==> src/rtl/mem_port_arbiter_if.sv <==
// Bundle of the fetch, data-memory and memory-side signals around the arbiter.
// slave = arbiter view, master = CPU pipeline plus memory view.
interface mem_port_arbiter_if #(
   parameter int ADDR_W = 32,
   parameter int DATA_W = 32
);
   logic              if_req;
   logic [ADDR_W-1:0] if_addr;
   logic              if_flush;
   logic              dm_req;
   logic              dm_we;
   logic [ADDR_W-1:0] dm_addr;
   logic [DATA_W-1:0] dm_wdata;
   logic [DATA_W-1:0] if_rdata;
   logic              if_valid;
   logic              if_stall;
   logic [DATA_W-1:0] dm_rdata;
   logic              dm_valid;
   logic              dm_stall;
   logic              mem_en;
   logic              mem_we;
   logic [ADDR_W-1:0] mem_addr;
   logic [DATA_W-1:0] mem_wdata;
   logic [DATA_W-1:0] mem_rdata;

   modport slave (
      input  if_req, if_addr, if_flush, dm_req, dm_we, dm_addr, dm_wdata, mem_rdata,
      output if_rdata, if_valid, if_stall, dm_rdata, dm_valid, dm_stall,
             mem_en, mem_we, mem_addr, mem_wdata
   );

   modport master (
      output if_req, if_addr, if_flush, dm_req, dm_we, dm_addr, dm_wdata, mem_rdata,
      input  if_rdata, if_valid, if_stall, dm_rdata, dm_valid, dm_stall,
             mem_en, mem_we, mem_addr, mem_wdata
   );
endinterface

==> src/rtl/mem_port_arbiter.sv <==
// Shares one fixed-latency memory port between instruction fetch and data memory,
// data memory first, with fetch granted in every data-complete cycle.
//
// state   | meaning
// IDLE    | no access in flight, arbitrating this cycle
// BUSY_IF | fetch in flight, counter runs down to read-data capture
// BUSY_DM | load/store in flight, counter runs down to completion
module mem_port_arbiter #(
   parameter int ADDR_W  = 32,
   parameter int DATA_W  = 32,
   parameter int MEM_LAT = 2
) (
   input  logic              clk,
   input  logic              rst,
   mem_port_arbiter_if.slave bus
);
   localparam int CW = $clog2(MEM_LAT + 1);
   localparam logic [CW-1:0] LAT_LD = CW'(MEM_LAT);

   typedef enum logic [1:0] {IDLE = 2'd0, BUSY_IF = 2'd1, BUSY_DM = 2'd2} state_t;

   state_t            state_q, state_d;
   logic [CW-1:0]     cnt_q, cnt_d;
   logic              flush_q, flush_d;
   logic              mem_en_q, mem_en_d;
   logic              mem_we_q, mem_we_d;
   logic [ADDR_W-1:0] mem_addr_q, mem_addr_d;
   logic [DATA_W-1:0] mem_wdata_q, mem_wdata_d;
   logic [DATA_W-1:0] if_rdata_q, if_rdata_d;
   logic [DATA_W-1:0] dm_rdata_q, dm_rdata_d;
   logic              if_valid_q, if_valid_d;
   logic              dm_valid_q, dm_valid_d;

   always_comb begin
      state_d     = state_q;
      cnt_d       = cnt_q;
      flush_d     = flush_q;
      mem_en_d    = 1'b0;
      mem_we_d    = mem_we_q;
      mem_addr_d  = mem_addr_q;
      mem_wdata_d = mem_wdata_q;
      if_rdata_d  = if_rdata_q;
      dm_rdata_d  = dm_rdata_q;
      if_valid_d  = 1'b0;
      dm_valid_d  = 1'b0;
      case (state_q)
         IDLE: begin
            // A requester whose valid is showing is still holding req; skip it once.
            if (bus.dm_req && !dm_valid_q) begin
               state_d     = BUSY_DM;
               cnt_d       = LAT_LD;
               mem_en_d    = 1'b1;
               mem_we_d    = bus.dm_we;
               mem_addr_d  = bus.dm_addr;
               mem_wdata_d = bus.dm_wdata;
            end else if (bus.if_req && !bus.if_flush && !if_valid_q) begin
               state_d    = BUSY_IF;
               cnt_d      = LAT_LD;
               flush_d    = 1'b0;
               mem_en_d   = 1'b1;
               mem_we_d   = 1'b0;
               mem_addr_d = bus.if_addr;
            end
         end
         BUSY_IF: begin
            flush_d = flush_q | bus.if_flush;
            if (cnt_q == '0) begin
               state_d = IDLE;
               flush_d = 1'b0;
               if (!(flush_q || bus.if_flush)) begin
                  if_rdata_d = bus.mem_rdata;
                  if_valid_d = 1'b1;
               end
            end else begin
               cnt_d = cnt_q - CW'(1);
            end
         end
         BUSY_DM: begin
            if (cnt_q == '0) begin
               state_d    = IDLE;
               dm_valid_d = 1'b1;
               if (!mem_we_q) dm_rdata_d = bus.mem_rdata;
            end else begin
               cnt_d = cnt_q - CW'(1);
            end
         end
         default: state_d = IDLE;
      endcase
   end

   always_ff @(posedge clk) begin
      if (rst) begin
         state_q     <= IDLE;
         cnt_q       <= '0;
         flush_q     <= 1'b0;
         mem_en_q    <= 1'b0;
         mem_we_q    <= 1'b0;
         mem_addr_q  <= '0;
         mem_wdata_q <= '0;
         if_rdata_q  <= '0;
         dm_rdata_q  <= '0;
         if_valid_q  <= 1'b0;
         dm_valid_q  <= 1'b0;
      end else begin
         state_q     <= state_d;
         cnt_q       <= cnt_d;
         flush_q     <= flush_d;
         mem_en_q    <= mem_en_d;
         mem_we_q    <= mem_we_d;
         mem_addr_q  <= mem_addr_d;
         mem_wdata_q <= mem_wdata_d;
         if_rdata_q  <= if_rdata_d;
         dm_rdata_q  <= dm_rdata_d;
         if_valid_q  <= if_valid_d;
         dm_valid_q  <= dm_valid_d;
      end
   end

   assign bus.mem_en    = mem_en_q;
   assign bus.mem_we    = mem_we_q;
   assign bus.mem_addr  = mem_addr_q;
   assign bus.mem_wdata = mem_wdata_q;
   assign bus.if_rdata  = if_rdata_q;
   assign bus.dm_rdata  = dm_rdata_q;
   assign bus.if_valid  = if_valid_q;
   assign bus.dm_valid  = dm_valid_q;
   assign bus.if_stall  = bus.if_req && !if_valid_q;
   assign bus.dm_stall  = bus.dm_req && !dm_valid_q;
endmodule

==> src/flat_wrapper.sv <==
// flat-port wrapper written by rule: the top's interface ports become plain ports
module mem_port_arbiter_flat 
#(
   parameter int ADDR_W  = 32,
   parameter int DATA_W  = 32,
   parameter int MEM_LAT = 2
)
  (clk, rst, bus_if_req, bus_if_addr, bus_if_flush, bus_dm_req, bus_dm_we, bus_dm_addr, bus_dm_wdata, bus_mem_rdata, bus_if_rdata, bus_if_valid, bus_if_stall, bus_dm_rdata, bus_dm_valid, bus_dm_stall, bus_mem_en, bus_mem_we, bus_mem_addr, bus_mem_wdata);
  mem_port_arbiter_if #(.ADDR_W(ADDR_W), .DATA_W(DATA_W)) bus_i ();
  input  logic clk;
  input  logic rst;
  input wire logic [$bits(bus_i.if_req)-1:0] bus_if_req;
  input wire logic [$bits(bus_i.if_addr)-1:0] bus_if_addr;
  input wire logic [$bits(bus_i.if_flush)-1:0] bus_if_flush;
  input wire logic [$bits(bus_i.dm_req)-1:0] bus_dm_req;
  input wire logic [$bits(bus_i.dm_we)-1:0] bus_dm_we;
  input wire logic [$bits(bus_i.dm_addr)-1:0] bus_dm_addr;
  input wire logic [$bits(bus_i.dm_wdata)-1:0] bus_dm_wdata;
  input wire logic [$bits(bus_i.mem_rdata)-1:0] bus_mem_rdata;
  output wire logic [$bits(bus_i.if_rdata)-1:0] bus_if_rdata;
  output wire logic [$bits(bus_i.if_valid)-1:0] bus_if_valid;
  output wire logic [$bits(bus_i.if_stall)-1:0] bus_if_stall;
  output wire logic [$bits(bus_i.dm_rdata)-1:0] bus_dm_rdata;
  output wire logic [$bits(bus_i.dm_valid)-1:0] bus_dm_valid;
  output wire logic [$bits(bus_i.dm_stall)-1:0] bus_dm_stall;
  output wire logic [$bits(bus_i.mem_en)-1:0] bus_mem_en;
  output wire logic [$bits(bus_i.mem_we)-1:0] bus_mem_we;
  output wire logic [$bits(bus_i.mem_addr)-1:0] bus_mem_addr;
  output wire logic [$bits(bus_i.mem_wdata)-1:0] bus_mem_wdata;
  assign bus_i.if_req = bus_if_req;
  assign bus_i.if_addr = bus_if_addr;
  assign bus_i.if_flush = bus_if_flush;
  assign bus_i.dm_req = bus_dm_req;
  assign bus_i.dm_we = bus_dm_we;
  assign bus_i.dm_addr = bus_dm_addr;
  assign bus_i.dm_wdata = bus_dm_wdata;
  assign bus_i.mem_rdata = bus_mem_rdata;
  assign bus_if_rdata = bus_i.if_rdata;
  assign bus_if_valid = bus_i.if_valid;
  assign bus_if_stall = bus_i.if_stall;
  assign bus_dm_rdata = bus_i.dm_rdata;
  assign bus_dm_valid = bus_i.dm_valid;
  assign bus_dm_stall = bus_i.dm_stall;
  assign bus_mem_en = bus_i.mem_en;
  assign bus_mem_we = bus_i.mem_we;
  assign bus_mem_addr = bus_i.mem_addr;
  assign bus_mem_wdata = bus_i.mem_wdata;
  mem_port_arbiter #(.ADDR_W(ADDR_W), .DATA_W(DATA_W), .MEM_LAT(MEM_LAT)) u_core (.clk(clk), .rst(rst), .bus(bus_i));
endmodule
==> config.mk <==
export PLATFORM = sky130hd
export DESIGN_NAME = mem_port_arbiter_flat
export DESIGN_NICKNAME = d
export VERILOG_FILES = /design/src/rtl/mem_port_arbiter_if.sv /design/src/rtl/mem_port_arbiter.sv /design/src/flat_wrapper.sv
export SDC_FILE = /design/constraint.sdc
export NUM_CORES = 1
export LEC_CHECK = 0
export CORE_ASPECT_RATIO = 1.75
export CORE_MARGIN = 2
export CORE_UTILIZATION = 43
export CTS_CLUSTER_DIAMETER = 60
export DETAILED_ROUTE_END_ITERATION = 8
export PLACE_DENSITY = 0.89
export SLEW_MARGIN = 20
export SYNTH_ARGS = -nofsm -noshare
export SYNTH_HDL_FRONTEND = slang
export SYNTH_SLANG_ARGS = --single-unit
==> constraint.sdc <==
create_clock -name clk -period 4.4 [get_ports clk]
set_clock_uncertainty 0.05 [all_clocks]
set_input_delay 0.44 -clock clk [delete_from_list [all_inputs] [get_ports clk]]
set_output_delay 0.44 -clock clk [all_outputs]
set_load 0.1 [all_outputs]
==> results.toml, run 1 <==
[layout]
post-route-util = 0.712
area.growth.synth_to_final_pct = 62.3
nets = 1034
layout_filler_cell_count = 894
multi_input_gate_area_sq_um = 2230
final_layout_size_suffix_gt1_frac = 0.0518
layoutNonFillerInstCount = 1073
diodes = 0
seq_area_sq_um = 2740

[yosys]
synth.cell_area_sq_um = 5270
synth_seq_area_share = 0.521
postSynthRegisterBits = 137
syn-mean-instance-area_sq_um = 8.00
syn_nets = 798
netlist-cell-type-count = 36
synth_warnings = 0
synth_cells = 659

[critical_path]
path_class = "in -> out"
timing.critical_path.arrival_ns = 2.57
crit_required_ns = 3.91
critical_path_peak_fanout = 38
crit_buf_inv = 3
cp_cell_sequence = "clkdlybuf4s50_1 > nand2b_2 > inv_2 > buf_4"
ff2ff_setup_slack_ns = 1.98
critPathTopFamily = "buffers and inverters"
endpoint_kind = "output pin"
crit_path_max_incr_delay_ns = 0.69
crit_slowest_cell = "sky130_fd_sc_hd__inv_2"
crit_path_start_kind = "primary input"

[power]
cellInternalPower_mw = 2.74
power_density_nw_per_um2 = 525
netSwitchingPower_mw = 1.76
power.share.sequential = 0.316
sw_frac_of_total = 0.391
power.share.clock = 0.337
vdd_drop_max_v = 0.000342
leakage_nw = 3.09
combinationalPowerShare = 0.347

[place]
place.port_buffers = 267
place_worst_setup_slack_ns = 1.39
dp_hpwl_um = 11600
globalplace.congestion = 0.825
post-place-cells = 1041

[route]
topRoutingLayerUsed = "met4"
drt_iter0_drc = 194
detail_route.first_pass.iterations = 4
detailroute.via_count = 5423
remaining_drc_errors = 0
detailed_route_wirelength_on_metal2_um = 9240
number_of_antenna_violating_nets_in_the_routed_design = 0
wl_um = 16900
routed_wire_length_per_instance_um = 15.8
wl_met3_um = 763
drt-vias-per-instance = 5.05
m1WireLength_um = 6210

[timing]
final.min_clock_period_ns = 3.06
worst_slew_pin_slew_ns = 1.07
slew_headroom = 0.283
final_hold_slack_ns = 0.402
hold_viol = 0
grt_setup_unrepaired = "false"
postLayoutSetupSlackWorst_ns = 1.34
final.period_utilization = 0.696
total_of_endpoints_with_negative_setup_slack_in_the_final_report = 0
timing_max_transition_violations_final = 0
timing.setup.tns_ns = 0
fmaxAchievable_mhz = 327

[worst_hold_path]
worst_hold_class = "reg -> reg"

[clocking]
tritoncts = "done"
cts_hold_repair.buffers = 0
cts.clk_slew.worst_paths_ns = 0.06
post_cts_resize_count = 0
cts-root-to-sink-buffers = 2
cts-htree-levels = 4
clkLatencyLatePin_ns = 0.40
numCtsBuffers = 17
post_cts.repair.setup_buffers = 0
root_buffer_master = "sky130_fd_sc_hd__clkbuf_16"
clock_sinks = 137

[floorplan]
dieArea_sq_um = 13200
num_rows = 53
core_area_sq_um = 12000
pin_count = 268
initial_utilization = 0.439
dieWidth_um = 87.7
dieHeight_um = 150

[global_routing]
grt_pass1_vias = 5478
antenna_found_initial = 0
grt.total_usage = 0.254
grt-ovfl-total = 0
grt_max_degree = 74
grt_first_pass_wirelength_um = 26300

[status]
status = "finished clean"

[flow_run]
maxCapViolations = 0
## cells in the mapped netlist (all sizes together)
library cell | count | share of area
o31a | 1 | 0.0019
nand3b | 3 | 0.0043
dfxtp | 137 | 0.52
nor3b | 1 | 0.0014
or3 | 1 | 0.0012
ha | 5 | 0.012
a311oi | 33 | 0.055
clkbuf | 28 | 0.020
o21ai | 1 | 0.00095
and3b | 2 | 0.0033
nand3 | 1 | 0.00095
mux2i | 2 | 0.0038
and3 | 1 | 0.0012
and4bb | 2 | 0.0047
o211ai | 1 | 0.0014
a21oi | 99 | 0.096
nand2 | 259 | 0.18
nor2b | 3 | 0.0036
nor3 | 32 | 0.030
buf | 28 | 0.032
a21o | 1 | 0.0014
a31oi | 2 | 0.0024
nor2 | 2 | 0.0014
and2 | 1 | 0.0012
a32o | 1 | 0.0019
inv | 7 | 0.0050
or3b | 1 | 0.0017
nand4bb | 1 | 0.0021
nand2b | 2 | 0.0029
o31ai | 1 | 0.0014
## final timing paths
| check | cells past startpoint | to | from |
|---|---|---|---|
| max | 4 | bus_dm_stall | bus_dm_req |
| min | 2 | u_core.bus.dm_rdata[16] | u_core.bus.dm_rdata[16] |
| min reg2reg | 2 | u_core.bus.dm_rdata[16] | u_core.bus.dm_rdata[16] |
| max reg2reg | 6 | u_core.bus.mem_wdata[15] | u_core.state_q[0] |
## logic make-up (layout without fill, tap and decap cells)
family,Yosys count,after routing,synth area share
buffers and inverters,63,312,0.0565
adder cells (fa/ha/maj),5,5,0.0119
multiplexers,2,2,0.00380
AND/OR/NAND/NOR,312,312,0.245
AO/OA/AOI/OAI,140,140,0.162
flip-flops,137,137,0.521
## sequential cells by signal, indices dropped and copies added, names as in the netlist
| register | count |
|---|---|
| u_core.flush_q | 1 |
| u_core.bus.if_valid | 1 |
| u_core.bus.mem_en | 1 |
| u_core.bus.if_rdata | 32 |
| u_core.bus.dm_valid | 1 |
| u_core.bus.mem_we | 1 |
| u_core.bus.mem_wdata | 32 |
| u_core.cnt_q | 2 |
| u_core.bus.mem_addr | 32 |
| u_core.state_q | 2 |
| u_core.bus.dm_rdata | 32 |
## metal layers
metal,vias to the layer above,GRT usage
met4,0,0.122
met3,44,0.0559
li1,2683,-
met5,-,0
met2,191,0.463
met1,2505,0.267
## worst register-to-register path, cell delays in order, from the launching register on
cell                      delay (ns)
sky130_fd_sc_hd__dfxtp_1        0.33
sky130_fd_sc_hd__inv_1          0.11
sky130_fd_sc_hd__ha_1           0.37
sky130_fd_sc_hd__and3b_2        0.74
sky130_fd_sc_hd__buf_4          0.44
sky130_fd_sc_hd__nand2_1        0.14
sky130_fd_sc_hd__a21oi_1        0.17
## power groups by stage
stage | clock network, mW | registers, mW | logic (mW)
finish | 1.51 | 1.42 | 1.56
global route | 1.59 | 1.43 | 1.63
CTS | 1.53 | 1.42 | 1.56
detailed placement | 0 | 1.45 | 1.56
global placement | 0 | 1.44 | 1.54
floorplan | 0 | 2.23 | 0.356
## cell type report
type,count,share of cell area
flip-flops and latches,137,0.321
repair buffers,273,0.317
multi-input cells,459,0.261
clock buffers,18,0.0514
well taps,165,0.0241
clock inverters,14,0.0227
inverters,7,0.00307
## layout by cell type, fill, tap and decap left out, types with 3 or more instances in the layout
cell type                         instances
sky130_fd_sc_hd__clkdlybuf4s50_1        265
sky130_fd_sc_hd__nand2_1                259
sky130_fd_sc_hd__dfxtp_1                137
sky130_fd_sc_hd__a21oi_1                 98
sky130_fd_sc_hd__a311oi_1                33
sky130_fd_sc_hd__nor3_1                  32
sky130_fd_sc_hd__clkbuf_16               17
sky130_fd_sc_hd__buf_4                    8
sky130_fd_sc_hd__inv_1                    6
sky130_fd_sc_hd__ha_1                     5
sky130_fd_sc_hd__bufinv_16                4
sky130_fd_sc_hd__nor2b_1                  3
sky130_fd_sc_hd__nand3b_1                 3
sky130_fd_sc_hd__clkinv_2                 3
sky130_fd_sc_hd__inv_6                    3
## per-stage QoR
stage	area, sq um	power, mW
2_1_floorplan	5270	2.58
3_3_place_gp	7920	2.98
3_5_place_dp	7920	3.00
4_1_cts	8550	4.51
5_1_grt	8550	4.65
6_report	8550	4.49
No activity file was read; power rests on OpenSTA's default activity.
==> inputs of run 2 (changes only) <==
CORE_UTILIZATION = 40   (was 43)
PLACE_DENSITY = 0.83   (was 0.89)
clock period = 3.15 ns   (was 4.4 ns; I/O delays follow)
==> results.toml, run 2 (synthesized netlist as in run 1, its figures left out) <==
[route]
m1WireLength_um = 5980
detailroute.via_count = 5408
drt-vias-per-instance = 5.00
remaining_drc_errors = 0
routed_wire_length_per_instance_um = 15.3
wl_um = 16500
detailed_route_wirelength_on_metal2_um = 9050
number_of_antenna_violating_nets_in_the_routed_design = 0
topRoutingLayerUsed = "met4"
detail_route.first_pass.iterations = 5
drt_iter0_drc = 186
wl_met3_um = 875

[timing]
fmaxAchievable_mhz = 433
grt_setup_unrepaired = "false"
hold_viol = 0
timing_max_transition_violations_final = 0
final.period_utilization = 0.733
final.min_clock_period_ns = 2.31
total_of_endpoints_with_negative_setup_slack_in_the_final_report = 0
timing.setup.tns_ns = 0
slew_headroom = 0.306
postLayoutSetupSlackWorst_ns = 0.842
worst_slew_pin_slew_ns = 1.04

[critical_path]
crit_slowest_cell = "sky130_fd_sc_hd__clkdlybuf4s50_1"
critPathTopFamily = "buffers and inverters"
path_class = "reg -> out"
cp_cell_sequence = "clkdlybuf4s50_1"
timing.critical_path.arrival_ns = 1.94
crit_required_ns = 2.78
crit_path_start_kind = "flop"
crit_path_max_incr_delay_ns = 1.16
endpoint_kind = "output pin"
critical_path_peak_fanout = 4
crit_buf_inv = 1

[layout]
final_layout_size_suffix_gt1_frac = 0.0735
mostFrequentLayoutCell = "sky130_fd_sc_hd__nand2_1"
diodes = 0
commonest_cells_after_routing_fill_and_taps_aside = "sky130_fd_sc_hd__nand2_1, sky130_fd_sc_hd__clkdlybuf4s50_1, sky130_fd_sc_hd__dfxtp_1"
nets = 1037
final_area_sq_um = 8520
area.growth.synth_to_final_pct = 61.7

[global_routing]
antenna_found_initial = 0
grt.total_usage = 0.230
grt_pass1_vias = 5117
grt_first_pass_wirelength_um = 26100
grt_max_degree = 78
grt-ovfl-total = 0

[clocking]
tritoncts = "done"
cts_hold_repair.buffers = 0
cts-htree-levels = 4
root_buffer_master = "sky130_fd_sc_hd__clkbuf_16"
cts-root-to-sink-buffers = 2
clock_sinks = 137
cts.clk_slew.worst_paths_ns = 0.06
numCtsBuffers = 17
post_cts_resize_count = 0
post_cts.repair.setup_buffers = 0
clkLatencyLatePin_ns = 0.40

[power]
vdd_drop_max_v = 0.000415
power_density_nw_per_um2 = 721
power.share.clock = 0.324
combinationalPowerShare = 0.354
p_total_mw = 6.15
netSwitchingPower_mw = 2.48
sw_frac_of_total = 0.404
leakage_nw = 3.12
power.share.sequential = 0.322
cellInternalPower_mw = 3.66

[floorplan]
dieArea_sq_um = 14100
dieWidth_um = 90.8
initial_utilization = 0.409
pin_count = 268
dieHeight_um = 156
num_rows = 55
core_area_sq_um = 12900

[place]
globalplace.congestion = 0.800
dp_hpwl_um = 11700
dpl-instance-area_sq_um = 7930
place.port_buffers = 267
place_worst_setup_slack_ns = 0.965

[worst_hold_path]
worst_hold_class = "in -> reg"

[flow_run]
maxCapViolations = 0

[status]
status = "finished clean"
run 2: changes by cell type in the layout (fill, tap and decap cells not counted), sizes merged:
| cell | delta |
|---|---|
| buf | +21 |
| bufinv | -2 |
| clkdlybuf4s50 | -18 |
| clkinv | -3 |
| clkinvlp | +1 |
| inv | +4 |
run 2: worst register-to-register path, cell delays in order (launching register included):
cell and delay [ns]:
sky130_fd_sc_hd__dfxtp_1 0.33, sky130_fd_sc_hd__inv_1 0.10, sky130_fd_sc_hd__ha_1 0.31, sky130_fd_sc_hd__and4bb_2 0.76
sky130_fd_sc_hd__nor3_1 0.14, sky130_fd_sc_hd__a311oi_1 0.25
run 2: final timing paths:
kind	slack (ns)	to	start	depth (start not counted)
hold / removal	0.39	u_core.bus.if_valid	rst	2
setup / recovery	0.84	bus_if_valid	u_core.bus.if_valid	1
setup reg to reg	1.11	u_core.bus.mem_addr[19]	u_core.state_q[1]	5
hold reg to reg	0.40	u_core.bus.mem_wdata[30]	u_core.bus.mem_wdata[30]	2
run 2: cell type report:
cell class                      count  area, sq um
Inverter                            7         26.3
Timing Repair Buffer              276         2720
Fill cell                        1109         4350
Sequential cell                   137         2740
Clock inverter                     14          163
Multi-Input combinational cell    459         2230
Clock buffer                       18          429
Tap cell                          171          214
run 2: metrics by stage:
stage          hold slack (ns)  utilization  cells
2_1_floorplan            0.385            -    659
3_3_place_gp             0.391        0.616   1050
3_5_place_dp             0.395        0.616   1050
4_1_cts                  0.378        0.662   1082
5_1_grt                  0.396        0.662   1082
6_report                 0.387        0.662   1082
run 2: routing by layer:
metal / vias to the layer above / GRT usage
met3: 37 / 0.0585
li1: 2688 / -
met2: 186 / 0.420
met1: 2497 / 0.245
met5: - / 0
met4: 0 / 0.111
run 2: power by group through the flow:
stage	clock (mW)	sequential, mW	combinational, mW
6_report	1.99	1.98	2.17
2_1_floorplan	0	3.11	0.498
3_5_place_dp	0	2.02	2.18
5_1_grt	2.11	2.00	2.27
3_3_place_gp	0	2.01	2.17
4_1_cts	2.03	1.98	2.19
==> inputs of run 3 (changes only) <==
CORE_UTILIZATION = 36   (was 40)
PLACE_DENSITY = 0.79   (was 0.83)
clock period = 2 ns   (was 3.15 ns; I/O delays follow)
==> results.toml, run 3 (synthesized netlist as in run 1, its figures left out) <==
[timing]
fmaxAchievable_mhz = 555
postLayoutSetupSlackWorst_ns = 0.199
total_of_endpoints_with_negative_setup_slack_in_the_final_report = 0
final.period_utilization = 0.900
worst_slew_pin_slew_ns = 0.383
timing.setup.tns_ns = 0
grt_setup_unrepaired = "false"
hold_viol = 0
timing_max_transition_violations_final = 0
final.min_clock_period_ns = 1.80
slew_headroom = 0.745

[power]
vdd_drop_max_v = 0.000651
power_density_nw_per_um2 = 1150
leakage_nw = 3.38

[layout]
area.growth.synth_to_final_pct = 58.7
layoutNonFillerInstCount = 1095
diodes = 0
mostFrequentLayoutCell = "sky130_fd_sc_hd__nand2_1"
commonest_cells_after_routing_fill_and_taps_aside = "sky130_fd_sc_hd__nand2_1, sky130_fd_sc_hd__buf_4, sky130_fd_sc_hd__dfxtp_1"
nets = 1042
final_layout_size_suffix_gt1_frac = 0.207
layout_filler_cell_count = 1269
final_area_sq_um = 8360

[worst_hold_path]
worst_hold_class = "in -> reg"

[place]
globalplace.congestion = 0.832
dpl-instance-area_sq_um = 7780
place.port_buffers = 267
dp_hpwl_um = 11800
place_worst_setup_slack_ns = 0.0985
post-place-cells = 1064

[clocking]
clkLatencyLatePin_ns = 0.40
cts_hold_repair.buffers = 0
clock_sinks = 137
root_buffer_master = "sky130_fd_sc_hd__clkbuf_16"
post_cts.repair.setup_buffers = 0
cts-htree-levels = 4
post_cts_resize_count = 0
cts-root-to-sink-buffers = 2
cts.clk_slew.worst_paths_ns = 0.06
numCtsBuffers = 17
tritoncts = "done"

[floorplan]
initial_utilization = 0.367
dieArea_sq_um = 15700
core_area_sq_um = 14400
dieHeight_um = 164
pin_count = 268
num_rows = 58
dieWidth_um = 95.5

[critical_path]
path_class = "reg -> reg"
crit_required_ns = 2.26
worst_r2r_startpoint = "u_core.state_q[1]"
critPathCapture = "u_core.bus.mem_addr[17]"
crit_start = "u_core.state_q[1]"
r2r-end = "u_core.bus.mem_addr[17]"
crit_path_start_kind = "flop"
endpoint_kind = "flop"
ff2ff_setup_slack_ns = 0.20
worst_r2r_path_depth = 6
critical_path_peak_fanout = 33
timing.critical_path.arrival_ns = 2.07

[global_routing]
grt_max_degree = 79
grt_first_pass_wirelength_um = 25400
grt_pass1_vias = 5102
antenna_found_initial = 0
grt-ovfl-total = 0
grt.total_usage = 0.208

[route]
detail_route.first_pass.iterations = 6
detailroute.via_count = 5366
drt-vias-per-instance = 4.90
remaining_drc_errors = 0
wl_um = 16500
routed_wire_length_per_instance_um = 15.0
number_of_antenna_violating_nets_in_the_routed_design = 0
drt_iter0_drc = 167

[status]
status = "finished clean"

[flow_run]
maxCapViolations = 0
==> run 3: how the worst min path moves through the flow <==
stage | start | to | cells after the start
finish | rst | u_core.bus.mem_wdata[17] | 2
global route | rst | u_core.bus.mem_wdata[20] | 2
CTS | rst | u_core.bus.mem_wdata[20] | 2
detailed placement | u_core.bus.mem_wdata[25] | u_core.bus.mem_wdata[25] | 2
global placement | u_core.bus.mem_wdata[28] | u_core.bus.mem_wdata[28] | 2
floorplan | bus_mem_rdata[0] | u_core.bus.if_rdata[0] | 2
==> run 3: critical path: stages (launching register included) <==
cell and delay, ns:
sky130_fd_sc_hd__dfxtp_1 0.33, sky130_fd_sc_hd__inv_1 0.11, sky130_fd_sc_hd__ha_1 0.32, sky130_fd_sc_hd__and3b_2 0.34, sky130_fd_sc_hd__buf_12 0.21, sky130_fd_sc_hd__nor3_1 0.07, sky130_fd_sc_hd__a311oi_1 0.26
==> run 3: report_power, final <==
part / internal [mW] / switching (mW)
logic: 0.890 / 2.52
registers: 2.99 / 0.133
clock network: 1.87 / 1.23
total: 5.75 / 3.88
==> run 3: area by class of cell <==
type | count | area, sq um | area share
Clock buffer | 18 | 439 | 0.0525
Timing Repair Buffer | 281 | 2550 | 0.305
Tap cell | 180 | 225 | 0.0269
Multi-Input combinational cell | 459 | 2230 | 0.267
Inverter | 7 | 26.3 | 0.00314
Sequential cell | 137 | 2740 | 0.328
Clock inverter | 13 | 144 | 0.0172
==> run 3: per-stage QoR <==
stage / hold WS, ns / utilization / power (mW)
2_1_floorplan: 0.286 / - / 5.69
3_5_place_dp: 0.397 / 0.541 / 6.61
3_3_place_gp: 0.392 / 0.541 / 6.58
5_1_grt: 0.118 / 0.582 / 10.0
6_report: 0.123 / 0.582 / 9.63
4_1_cts: 0.108 / 0.582 / 9.73
==> run 3: per-layer routing <==
layer	vias to the layer above	global-route usage	share of wire
met5	-	0	0
met4	0	0.0987	0.034
met2	186	0.380	0.55
met1	2456	0.224	0.36
met3	33	0.0427	0.050
li1	2691	-	-
